### src/rtl/mult_share_arbiter.sv
// Round-robin arbiter sharing one 130x128 limb multiplier among NUM_REQ clients.
// Define MULT_ARB_TIMEOUT_EN to add a WAIT-state watchdog that returns rsp_err on expiry.
module mult_share_arbiter #(
    parameter int NUM_REQ        = 2,
    parameter int TIMEOUT_CYCLES = 32
) (
    input  logic                   clk,
    input  logic                   reset,
    input  logic [NUM_REQ-1:0]     req_valid,
    input  logic [NUM_REQ*130-1:0] req_a,
    input  logic [NUM_REQ*128-1:0] req_b,
    output logic [NUM_REQ-1:0]     req_ready,
    output logic [NUM_REQ-1:0]     rsp_valid,
    output logic [257:0]           rsp_product,
    output logic                   rsp_err,
    output logic                   arb_busy,
    output logic                   mul_start,
    output logic [129:0]           mul_a,
    output logic [127:0]           mul_b,
    input  logic                   mul_busy,
    input  logic                   mul_done,
    input  logic [257:0]           mul_product
);

    localparam int PTR_W = $clog2(NUM_REQ);
    localparam int SUM_W = PTR_W + 1;

    generate
        if (NUM_REQ < 2 || NUM_REQ > 8 || TIMEOUT_CYCLES < 1) begin : g_bad_cfg
            $error("mult_share_arbiter: NUM_REQ must be 2..8 and TIMEOUT_CYCLES >= 1");
        end
    endgenerate

    typedef enum logic [1:0] {
        S_IDLE  = 2'd0,
        S_ISSUE = 2'd1,
        S_WAIT  = 2'd2,
        S_RESP  = 2'd3
    } state_t;

    state_t             r_state;
    state_t             w_state_nxt;
    logic [PTR_W-1:0]   r_ptr;
    logic [PTR_W-1:0]   w_ptr_nxt;
    logic [PTR_W-1:0]   r_gnt;
    logic [PTR_W-1:0]   w_gnt_nxt;
    logic [129:0]       r_mul_a;
    logic [129:0]       w_mul_a_nxt;
    logic [127:0]       r_mul_b;
    logic [127:0]       w_mul_b_nxt;
    logic [257:0]       r_rsp_product;
    logic [257:0]       w_product_nxt;

    logic [NUM_REQ-1:0] w_rot;
    logic               w_gnt_found;
    logic [PTR_W-1:0]   w_gnt_idx;
    logic [SUM_W-1:0]   w_sum;
    logic [129:0]       w_sel_a;
    logic [127:0]       w_sel_b;

`ifdef MULT_ARB_TIMEOUT_EN
    localparam int TMO_W = $clog2(TIMEOUT_CYCLES + 1);
    logic               r_rsp_err;
    logic               w_err_nxt;
    logic [TMO_W-1:0]   r_tmo;
    logic [TMO_W-1:0]   w_tmo_nxt;
`endif

    // Rotate requests so bit 0 is the pointer's client, then take the first set bit.
    always_comb begin
        w_rot       = NUM_REQ'({req_valid, req_valid} >> r_ptr);
        w_gnt_found = 1'b0;
        w_gnt_idx   = r_ptr;
        w_sum       = '0;
        for (int k = 0; k < NUM_REQ; k++) begin
            if (!w_gnt_found && w_rot[k]) begin
                w_gnt_found = 1'b1;
                w_sum       = {1'b0, r_ptr} + SUM_W'(k);
                if (w_sum >= SUM_W'(NUM_REQ)) begin
                    w_sum = w_sum - SUM_W'(NUM_REQ);
                end
                w_gnt_idx = w_sum[PTR_W-1:0];
            end
        end
    end

    always_comb begin
        w_sel_a = '0;
        w_sel_b = '0;
        for (int i = 0; i < NUM_REQ; i++) begin
            if (w_gnt_idx == PTR_W'(i)) begin
                w_sel_a = req_a[i*130 +: 130];
                w_sel_b = req_b[i*128 +: 128];
            end
        end
    end

    always_comb begin
        w_state_nxt   = r_state;
        w_ptr_nxt     = r_ptr;
        w_gnt_nxt     = r_gnt;
        w_mul_a_nxt   = r_mul_a;
        w_mul_b_nxt   = r_mul_b;
        w_product_nxt = r_rsp_product;
`ifdef MULT_ARB_TIMEOUT_EN
        w_err_nxt     = r_rsp_err;
        w_tmo_nxt     = r_tmo;
`endif
        case (r_state)
            S_IDLE: begin
                if (w_gnt_found) begin
                    w_gnt_nxt   = w_gnt_idx;
                    w_mul_a_nxt = w_sel_a;
                    w_mul_b_nxt = w_sel_b;
                    w_state_nxt = S_ISSUE;
                end
            end
            S_ISSUE: begin
                if (!mul_busy) begin
                    w_state_nxt = S_WAIT;
`ifdef MULT_ARB_TIMEOUT_EN
                    w_tmo_nxt   = '0;
`endif
                end
            end
            S_WAIT: begin
                if (mul_done) begin
                    w_product_nxt = mul_product;
                    w_state_nxt   = S_RESP;
`ifdef MULT_ARB_TIMEOUT_EN
                    w_err_nxt     = 1'b0;
                end else if (r_tmo == TMO_W'(TIMEOUT_CYCLES - 1)) begin
                    // Watchdog expiry: answer the client with a zero product and an error flag.
                    w_product_nxt = '0;
                    w_err_nxt     = 1'b1;
                    w_state_nxt   = S_RESP;
                end else begin
                    w_tmo_nxt     = r_tmo + 1'b1;
`endif
                end
            end
            S_RESP: begin
                w_ptr_nxt   = (r_gnt == PTR_W'(NUM_REQ - 1)) ? '0 : r_gnt + 1'b1;
                w_state_nxt = S_IDLE;
            end
            default: begin
                w_state_nxt = S_IDLE;
            end
        endcase
    end

    always_ff @(posedge clk or posedge reset) begin
        if (reset) begin
            r_state       <= S_IDLE;
            r_ptr         <= '0;
            r_gnt         <= '0;
            r_mul_a       <= '0;
            r_mul_b       <= '0;
            r_rsp_product <= '0;
`ifdef MULT_ARB_TIMEOUT_EN
            r_rsp_err     <= 1'b0;
            r_tmo         <= '0;
`endif
        end else begin
            r_state       <= w_state_nxt;
            r_ptr         <= w_ptr_nxt;
            r_gnt         <= w_gnt_nxt;
            r_mul_a       <= w_mul_a_nxt;
            r_mul_b       <= w_mul_b_nxt;
            r_rsp_product <= w_product_nxt;
`ifdef MULT_ARB_TIMEOUT_EN
            r_rsp_err     <= w_err_nxt;
            r_tmo         <= w_tmo_nxt;
`endif
        end
    end

    // The accept strobe is gated by reset so every output reads 0 while reset is held.
    assign req_ready   = (r_state == S_IDLE && w_gnt_found && !reset)
                         ? (NUM_REQ'(1) << w_gnt_idx) : '0;
    assign rsp_valid   = (r_state == S_RESP) ? (NUM_REQ'(1) << r_gnt) : '0;
    assign rsp_product = r_rsp_product;
    assign arb_busy    = (r_state != S_IDLE);
    assign mul_start   = (r_state == S_ISSUE);
    assign mul_a       = r_mul_a;
    assign mul_b       = r_mul_b;
`ifdef MULT_ARB_TIMEOUT_EN
    assign rsp_err     = r_rsp_err;
`else
    assign rsp_err     = 1'b0;
`endif

endmodule

### config.mk
export PLATFORM = sky130hd
export DESIGN_NAME = mult_share_arbiter
export DESIGN_NICKNAME = d
export VERILOG_FILES = /design/src/rtl/mult_share_arbiter.sv
export SDC_FILE = /design/constraint.sdc
export NUM_CORES = 1
export LEC_CHECK = 0
export CAP_MARGIN = 20
export CORE_AREA = 2 2 511 513
export DETAILED_ROUTE_END_ITERATION = 12
export DIE_AREA = 0 0 513 515
export GPL_TIMING_DRIVEN = 1
export PLACE_DENSITY = 0.3
export SETUP_SLACK_MARGIN = 0.3
export SYNTH_ARGS = -nofsm -noshare
export SYNTH_HDL_FRONTEND = slang
export SYNTH_SLANG_ARGS = --single-unit
### constraint.sdc
create_clock -name clk -period 21.4 [get_ports clk]
set_input_delay 6.42 -clock clk [delete_from_list [all_inputs] [get_ports clk]]
set_output_delay 6.42 -clock clk [all_outputs]
set_load 0.02 [all_outputs]
==> flow_summary.yaml <==
status:
  run_status: "finished clean"
flow_run:
  maxCapViolCount: 0
synth:
  syn_avg_cell_area_um2: 14.3
  ys_seq_elements: 520
  yosys_warnings: 0
  yosys.cell_types.count: 24
  post_synthesis_cell_count: 1483
  netlist_area_um2: 21200
  syn-num-nets: 2267
  share_of_the_yosys_chip_area_belonging_to_registers_pct: 61.5
clocking:
  clock_tree.root_cell: "sky130_fd_sc_hd__clkbuf_16"
  cts.sink_count: 520
  postCtsResizedCells: 0
  postCtsSetupBuffers: 0
  clk-insertion-delay-late_ps: 710
  cts.path.max_buffers: 3
  cts_tree: "built"
  tritoncts.num_buffers: 77
  clkTransAtPathRegs_ps: 50
  max_h_tree_level: 3
  ctsHoldBuffers: 0
power_and_ir_drop:
  leak_pwr_nw: 15.2
  power_density_nw_per_um2: 155
  totalPowerFinal_w: 0.00635
  vdd_drop_max_mv: 0.0561
die:
  design.core.area_um2: 259000
  num_io_pins: 1303
  floorplan.initialDensity_pct: 8.19
  placement_rows: 187
  die_h_um: 515
  die_w_um: 513
  fp.dieArea_um2: 264000
sta:
  timing.max_slew.rel_slack_pct: 37.6
  finalClockSkew_ps: 59.2
  tns_setup_ps: 0
  fmax_mhz: 65.3
  rsz_0062_raised_after_global_routing: "no"
  timing.final.max_slew_violations: 0
  timing.final.crit_share_pct: 71.6
  setup_violating_endpoint_count_in_the_final_report: 0
  final-hold-violation-count: 0
  worst_pin_slew_ps: 936
  period_minus_slack_ps: 15310
critical_path:
  crit_path_start_kind: "primary input"
  worst_ep_arrival_time_ps: 8890
  kind_of_capture_point_of_the_worst_setup_path: "output port"
  r2r-start: "r_state[0]"
  path_max_fanout: 45
  reg2reg_slack_ps: 16770
  rr_endpoint: "rsp_product[154]"
  worstPathRequired_ps: 14980
  worstRegToRegCells: 8
  critPathKind: "primary input to output port"
drt:
  ant_nets: 0
  routed-via-count: 18800
  wl_um: 165000
  initialDrtViolationCount: 999
  detail_route.drc_violations: 0
  drt_first_pass_iters: 5
  wl_per_cell_um: 26.4
  drt-vias-per-instance: 3.00
placed_design:
  place.detailed.hpwl_um: 133000
  port_buffers: 1301
  routability_congestion: 0.820
  detailed_place.area_um2: 38200
finish:
  layout-drive-gt1-share_pct: 16.2
  flow.area_growth_from_synthesis_pct: 93.2
  fillCellCount: 28600
  finish.instance_area_um2: 40900
  nNetsFinal: 3557
global_routing:
  number_of_antenna_violations_at_the_first_check_in_global_routing: 99
  grt_max_degree: 113
  global_route.peak_usage_layer: "met2"
  grt_pass1_wl_um: 212000
  met2_usage_in_global_routing_pct: 19.5
  grt.met3_usage_pct: 6.07
  grtUsageMet1_pct: 14.1
  grt_overflow: 0
  first_global_vias: 20400
  gr-usage-all-layers_pct: 12.1
min_path:
  hold_depth: 2
  holdCritPathClass: "flop to flop"
  timing.hold.worst.start: "mul_a[117]"
  worst_hold_path_ep: "mul_a[117]"
## final cells by class
cell class | count | area (µm²) | share of cell area [%]
repair buffers | 1328 | 13300 | 32.5
flip-flops and latches | 520 | 13000 | 31.8
multi-input cells | 798 | 7480 | 18.3
well taps | 3402 | 4260 | 10.4
clock buffers | 113 | 2220 | 5.43
clock inverters | 26 | 404 | 0.988
inverters | 48 | 188 | 0.459
diodes | 26 | 65.1 | 0.159
## cell families (layout without fill, tap and decap cells)
logic type / Yosys count / in the layout / share of synthesized area, %
muxes: 259 / 259 / 13.8
and+or+nand+nor: 229 / 229 / 6.70
adders and majority gates: 4 / 4 / 0.236
DFF: 520 / 520 / 61.5
other: 1 / 27 / 0.0177
AOI/OAI and AO/OA: 305 / 305 / 14.4
buffers and inverters: 165 / 1515 / 3.37
## per-layer routing
metal	routed length, µm	share of wire [%]
met5	346	0.21
met4	3550	2.1
met1	65900	40
met2	75500	46
met3	19700	12
## worst max-delay path by stage
stage | start | to | slack [ps] | cells after the start
6_report | req_valid[0] | req_ready[0] | 6090 | 6
5_1_grt | req_valid[0] | req_ready[0] | 5950 | 6
4_1_cts | req_valid[0] | req_ready[0] | 6000 | 6
3_5_place_dp | req_valid[0] | req_ready[0] | 6010 | 6
3_3_place_gp | req_valid[0] | req_ready[0] | 5300 | 5
2_1_floorplan | reset | mul_a[0] | 450 | 1
## worst max-delay path, stage by stage
cell,delay [ps]
sky130_fd_sc_hd__clkdlybuf4s50_1,600
sky130_fd_sc_hd__and2_2,470
sky130_fd_sc_hd__buf_12,260
sky130_fd_sc_hd__nand2_8,250
sky130_fd_sc_hd__nor2_1,220
sky130_fd_sc_hd__clkdlybuf4s50_1,640
## flip-flops by register name, summed over array words and instances, names as in the netlist
name	count
r_gnt	1
mul_b	128
r_ptr	1
mul_a	130
rsp_product	258
r_state	2
## cells in the mapped netlist
cell                        number  area share [%]
sky130_fd_sc_hd__o211ai_2        1           0.059
sky130_fd_sc_hd__buf_4           3            0.11
sky130_fd_sc_hd__o21ai_2         1           0.041
sky130_fd_sc_hd__ha_1            4            0.24
sky130_fd_sc_hd__o311a_1         1           0.047
sky130_fd_sc_hd__buf_2          66             1.6
sky130_fd_sc_hd__a32oi_1        42             1.7
sky130_fd_sc_hd__buf_1           4           0.071
sky130_fd_sc_hd__o221a_1       168             8.9
sky130_fd_sc_hd__dfrtp_1       520              61
sky130_fd_sc_hd__nor2b_1         1           0.030
sky130_fd_sc_hd__nand2_4         1           0.053
sky130_fd_sc_hd__and2_1          2           0.059
sky130_fd_sc_hd__o221a_2        48             2.6
sky130_fd_sc_hd__clkbuf_1       44            0.78
sky130_fd_sc_hd__nand2b_1      217             6.4
sky130_fd_sc_hd__conb_1          1           0.018
sky130_fd_sc_hd__a22oi_1         1           0.035
sky130_fd_sc_hd__nor2_1          5           0.089
sky130_fd_sc_hd__a2bb2oi_1       1           0.041
sky130_fd_sc_hd__inv_1          48            0.85
sky130_fd_sc_hd__mux2_2        259              14
sky130_fd_sc_hd__nand2_1         3           0.053
sky130_fd_sc_hd__o21ai_0        42            0.99
## cell usage in the layout, fill, tap and decap left out, types with 2 or more instances in the layout
master                            instances
sky130_fd_sc_hd__clkdlybuf4s50_1       1301
sky130_fd_sc_hd__nand2b_1               217
sky130_fd_sc_hd__inv_1                   47
sky130_fd_sc_hd__o21ai_0                 42
sky130_fd_sc_hd__clkinv_16                4
sky130_fd_sc_hd__ha_1                     4
sky130_fd_sc_hd__inv_16                   2
sky130_fd_sc_hd__clkbuf_1                20
sky130_fd_sc_hd__o221a_1                168
sky130_fd_sc_hd__mux2_2                 259
sky130_fd_sc_hd__diode_2                 26
sky130_fd_sc_hd__clkbuf_16               77
sky130_fd_sc_hd__a32oi_1                 42
sky130_fd_sc_hd__clkinv_2                12
sky130_fd_sc_hd__bufinv_16                5
sky130_fd_sc_hd__o221a_2                 48
sky130_fd_sc_hd__nor2_1                   5
sky130_fd_sc_hd__clkbuf_8                16
sky130_fd_sc_hd__buf_12                   4
sky130_fd_sc_hd__buf_4                   23
sky130_fd_sc_hd__dfrtp_1                520
sky130_fd_sc_hd__clkinv_4                 2
## power breakdown
part	total, W	internal (W)	switching, W
Clock	0.00137	0.000790	0.000582
Combinational	0.00321	0.00153	0.00168
Sequential	0.00177	0.00148	0.000292
Total	0.00635	0.00380	0.00256
## stage by stage
step                utilization, %  instances  setup WS (ps)  hold WS [ps]
floorplan                        -       1483            453           501
CTS                           15.8       6235           6000           497
global placement              14.8       6094           5300           473
detailed placement            14.8       6096           6010           485
global route                  15.8       6243           5950           510
finish                        15.8       6261           6090           490
Note: power is estimated with default switching activity, not from simulation.
